**src/rtl/bit_deserializer.sv**
```systemverilog
// bit_deserializer: collects an LSB-first serial adder stream into a parallel
// word and captures the final carry. Both sides use valid/ready handshakes.
//
// Parameter: length - word width in bits (>= 1)
//
// Ports:
//   i_clk, i_rst_n    clock (rising edge), async active-low reset
//   i_bit_valid       serial bit present this cycle
//   i_bit_data        serial result bit
//   i_bit_first       marks the first bit of a word
//   i_bit_cout        adder carry-out, sampled with the last bit
//   o_bit_ready       deserializer can accept a bit
//   o_data_result     assembled word
//   o_data_valid      o_data_result / o_flag_carry valid
//   i_con_ready       consumer accepts the word
//   o_flag_carry      carry captured with the last bit
//   o_flag_err        one-cycle framing-error pulse
//
// Build option: BIT_DESER_MSB_FIRST_EN - fill from index length-1 downward;
// o_flag_carry is then tied to 0.
module bit_deserializer #(
  parameter int length = 8
) (
  input  logic              i_clk,
  input  logic              i_rst_n,
  input  logic              i_bit_valid,
  input  logic              i_bit_data,
  input  logic              i_bit_first,
  input  logic              i_bit_cout,
  output logic              o_bit_ready,
  output logic [length-1:0] o_data_result,
  output logic              o_data_valid,
  input  logic              i_con_ready,
  output logic              o_flag_carry,
  output logic              o_flag_err
);

  localparam int CW = (length > 1) ? $clog2(length) : 1;
  localparam logic [CW-1:0] LAST = CW'(length - 1);
  localparam logic [CW-1:0] ONE  = CW'(1);

  typedef enum logic [1:0] {
    IDLE,
    SHIFT,
    HOLD
  } state_t;

  state_t            state;
  state_t            nxt_state;
  logic [CW-1:0]     cnt;
  logic [CW-1:0]     nxt_cnt;
  logic [CW-1:0]     pos;
  logic [CW-1:0]     wr_idx;
  logic              accept;
  logic              wr_en;
  logic              last;
  logic              nxt_err;
  logic [length-1:0] data;
  logic              carry;
  logic              err;

  assign o_bit_ready = (state != HOLD);
  assign accept      = i_bit_valid && o_bit_ready;

  // A first-flagged bit always lands at word position 0, which is
  // also how a mid-word re-frame restarts the word.
  assign pos  = i_bit_first ? '0 : cnt;
  assign last = (pos == LAST);

`ifdef BIT_DESER_MSB_FIRST_EN
  assign wr_idx = LAST - pos;
`else
  assign wr_idx = pos;
`endif

  always_comb begin
    nxt_state = state;
    nxt_cnt   = cnt;
    wr_en     = 1'b0;
    nxt_err   = 1'b0;
    unique case (state)
      IDLE: begin
        if (accept) begin
          if (i_bit_first) begin
            wr_en     = 1'b1;
            nxt_state = last ? HOLD : SHIFT;
            nxt_cnt   = last ? '0 : ONE;
          end else begin
            nxt_err = 1'b1;
          end
        end
      end
      SHIFT: begin
        if (accept) begin
          wr_en   = 1'b1;
          nxt_err = i_bit_first;
          if (last) begin
            nxt_state = HOLD;
            nxt_cnt   = '0;
          end else begin
            nxt_state = SHIFT;
            nxt_cnt   = pos + ONE;
          end
        end
      end
      HOLD: begin
        if (i_con_ready) begin
          nxt_state = IDLE;
        end
      end
      default: begin
        nxt_state = IDLE;
        nxt_cnt   = '0;
      end
    endcase
  end

  always_ff @(posedge i_clk or negedge i_rst_n) begin
    if (!i_rst_n) begin
      state <= IDLE;
      cnt   <= '0;
      err   <= 1'b0;
    end else begin
      state <= nxt_state;
      cnt   <= nxt_cnt;
      err   <= nxt_err;
    end
  end

  always_ff @(posedge i_clk or negedge i_rst_n) begin
    if (!i_rst_n) begin
      data <= '0;
    end else if (wr_en) begin
      data[wr_idx] <= i_bit_data;
    end
  end

`ifdef BIT_DESER_MSB_FIRST_EN
  logic unused_cout;
  assign unused_cout = i_bit_cout;

  always_ff @(posedge i_clk or negedge i_rst_n) begin
    if (!i_rst_n) begin
      carry <= 1'b0;
    end else begin
      carry <= 1'b0;
    end
  end
`else
  always_ff @(posedge i_clk or negedge i_rst_n) begin
    if (!i_rst_n) begin
      carry <= 1'b0;
    end else if (wr_en && last) begin
      carry <= i_bit_cout;
    end
  end
`endif

  assign o_data_result = data;
  assign o_data_valid  = (state == HOLD);
  assign o_flag_carry  = carry;
  assign o_flag_err    = err;

endmodule

```
**config.mk**
```make
export PLATFORM = sky130hd
export DESIGN_NAME = bit_deserializer
export DESIGN_NICKNAME = d
export VERILOG_FILES = /design/src/rtl/bit_deserializer.sv
export SDC_FILE = /design/constraint.sdc
export NUM_CORES = 1
export LEC_CHECK = 0
export ABC_AREA = 1
export CAP_MARGIN = 20
export CORE_ASPECT_RATIO = 2
export CORE_UTILIZATION = 30
export CTS_CLUSTER_DIAMETER = 200
export DETAILED_ROUTE_END_ITERATION = 10
export GPL_ROUTABILITY_DRIVEN = 0
export PLACE_DENSITY = 0.6
export SLEW_MARGIN = 20
export SYNTH_ARGS = -nofsm -noshare
export SYNTH_HDL_FRONTEND = slang
export SYNTH_SLANG_ARGS = --single-unit
```
**constraint.sdc**
```tcl
create_clock -name i_clk -period 3.1 [get_ports i_clk]
set_clock_uncertainty 0.05 [all_clocks]
set_input_delay 0.465 -clock i_clk [delete_from_list [all_inputs] [get_ports i_clk]]
set_output_delay 0.465 -clock i_clk [all_outputs]
set_load 0.005 [all_outputs]
```
==> metrics.md <==
| Metric | Value |
|---|---|
| Outcome | `finished clean` |
| Sequential area share after synthesis | `0.447` |
| CTS Buffer Depth | `2` |
| Port buffer count | `18` |
| Root Buffer | `clkbuf_8` |
| Die W | `roughly 39 um` |
| Gr usage total | `0.148` |
| Startpoint Class | `primary input` |
| Nets | `135` |
| Fillers | `roughly 290` |
| Worst Reg-to-Reg Cells | `7` |
| Leakage | `0.528 nW` |
| Synthesized Nets | `approximately 120` |
| Synth area leader | `dfrtp_1` |
| First-pass GRT wire length | `3.17 mm` |
| Hold WC Path Type | `register to register` |
| Skew-Pair Late Insertion Delay | `around 0.25 ns` |
| Crit Path Category | `primary input to register` |
| Max Clk Rate | `between 400 and 500 MHz` |
| Initial core utilization | `0.323` |
| Met2 wire length | `990 um` |
| FP Rows | `26` |
| # DRC | `0` |
| Total power | `around 0.53 mW` |
| Arrival @ worst endpoint | `approximately 2.1 ns` |
| Die area | `slightly above 3000 um2` |
| Slew @ Worst Pin | `between 0.7 and 0.8 ns` |
| Peak supply drop | `about 0.20 mV` |
| Area growth from synthesis to layout | `27.3%` |
| Slew HR | `0.517` |
| Final worst path period share | `0.653` |
| Fraction of layout cells with a size suffix above 1 | `0.128` |
| Antenna-violating nets left | `0` |
| Syn Inst Count | `around 110` |
| Post-cts sizing count | `0` |
| Vias in the first global route | `about 740` |
| Grt total ovfl | `0` |
| Post-CTS Setup Inserts | `0` |
| Met3 Wirelength | `around 63 um` |
| Req. time, crit path | `roughly 3.2 ns` |
| Fin. Hold Viols | `0` |
| Critical Path End Type | `register` |
| CTS Buf Count | `3` |
| Hpwl dp | `around 1.4 mm` |
| Drt pass-1 iters | `4` |
| Highest routed layer | `met4` |
| Setup-failing EPs final | `0` |
| Yosys reg bits | `15` |
| Fin crit period | `about 2.0 ns` |
| Via count | `around 720` |
| Top-area cell type share of the netlist area | `0.447` |
| Largest net degree at the start of global routing | `19` |
| Setup TNS Final | `0 ns` |
| Unrepaired setup endpoints after global routing | `no` |
| YS warnings | `0` |
| Synth top area cells | `dfrtp_1, nand2_1, nand3_1` |
| Netlist cell types | `20` |
| Pins Over Slew Limit | `0` |
| Initial antenna violation count | `0` |
| DR vias/cell | `4.73` |
| Die H | `76.8 um` |
| Starting DRT DRC Count | `4` |
| PD cells | `about 500 nW/um2` |
| WL/cell | `~12 um` |
| Clk slew on worst S/H paths | `roughly 0.050 ns` |
| Core Region | `roughly 2600 um2` |
| Final wirelength | `1.79 mm` |
| Post-CTS Hold Buffers | `0` |
| Cell area after synthesis | `about 840 um2` |
| Worst hold stages | `2` |
| MaxCap Viol Count | `0` |
| CTS sink cnt | `15` |
| H-Tree Depth | `1` |
| Met1 WL | `roughly 670 um` |
| IO Pins | `19` |
| TritonCTS clock tree | `built` |
| Critical-path maximum fanout | `7` |
| # diodes | `0` |
| Avg Cell Area, Syn | `7.92 um2` |
==> per-stage QoR <==
stage | area (um2) | utilization | hold slack [ns] | instances | setup WS, ns
final | 1070 | 0.411 | 0.414 | 153 | 1.08
after global routing | 1070 | 0.411 | 0.442 | 153 | 0.849
after CTS | 1070 | 0.411 | 0.421 | 153 | 1.07
after detailed placement | 1020 | 0.393 | 0.407 | 149 | 0.822
after global placement | 1020 | 0.393 | 0.404 | 149 | 0.848
after floorplan | 840 | - | 0.119 | 106 | 1.58
==> state kept, by name, summed over array words and instances, names as in the netlist <==
name           count
state              2
o_flag_err         1
o_flag_carry       1
cnt                3
o_data_result      8
==> cells in the mapped netlist <==
library cell / n
nor2_2: 3
dfrtp_1: 15
o21ai_0: 5
buf_2: 1
nand2_1: 36
a21oi_1: 1
nand2_4: 1
inv_2: 2
nor2_8: 1
nor2_1: 6
inv_4: 1
nand2_2: 3
nor2_4: 1
o21ai_2: 1
ha_1: 2
nand3_1: 13
nand4_1: 3
buf_6: 1
buf_8: 1
inv_1: 9
==> power by group <==
group	leakage [nW]	internal [mW]	total, mW	switching [mW]
registers	0.198	0.225	0.248	0.0226
clock network	0.0228	0.0911	0.159	0.0680
logic	0.307	0.0676	0.128	0.0601
total	0.528	0.384	0.534	0.151
==> kinds of logic after synthesis <==
family	Yosys count	synth area share
AND/OR/NAND/NOR	67	0.383
adder cells (fa/ha/maj)	2	0.0298
AO/OA/AOI/OAI	7	0.0462
buffers and inverters	15	0.0939
flip-flops	15	0.447
==> worst paths after layout <==
check / endpoint / from / slack (ns)
setup / recovery: cnt[1] / i_bit_first / 1.08
hold / removal: o_data_result[3] / o_data_result[3] / 0.41
setup reg to reg: cnt[1] / cnt[0] / 1.52
hold reg to reg: o_data_result[3] / o_data_result[3] / 0.41
max in group asynchronous: o_data_result[2] / i_rst_n / 1.95
min in group asynchronous: state[0] / i_rst_n / 0.60
==> layout by cell type (no fill, tap or decap), drive strengths merged <==
cell type / instances
nand2: 40
clkdlybuf4s50: 18
nand3: 13
ha: 2
dfrtp: 15
inv: 12
nor2: 11
a21oi: 1
o21ai: 6
nand4: 3
clkbuf: 4
==> area by class of cell <==
| type | instances | area (um2) | area share |
|---|---|---|---|
| inverters | 12 | 47.5 | 0.0445 |
| multi-input cells | 76 | 385 | 0.361 |
| flip-flops and latches | 15 | 375 | 0.351 |
| repair buffers | 18 | 180 | 0.169 |
| clock buffers | 4 | 45.0 | 0.0422 |
| well taps | 28 | 35.0 | 0.0328 |
==> critical path, cell delays in order <==
cell and delay (ns):
clkdlybuf4s50_1 0.55, inv_2 0.11, nand2_4 0.11, inv_4 0.06, ha_1 0.20, ha_1 0.21
nor2_1 0.17, nand3_1 0.10, o21ai_0 0.16
==> routing by layer <==
| layer | global-route usage | vias up |
|---|---|---|
| li1 | - | 369 |
| met1 | 0.173 | 325 |
| met2 | 0.246 | 23 |
| met3 | 0.0116 | 7 |
| met4 | 0.0828 | 0 |
| met5 | 0 | - |
(Power assumes the default switching activity.)
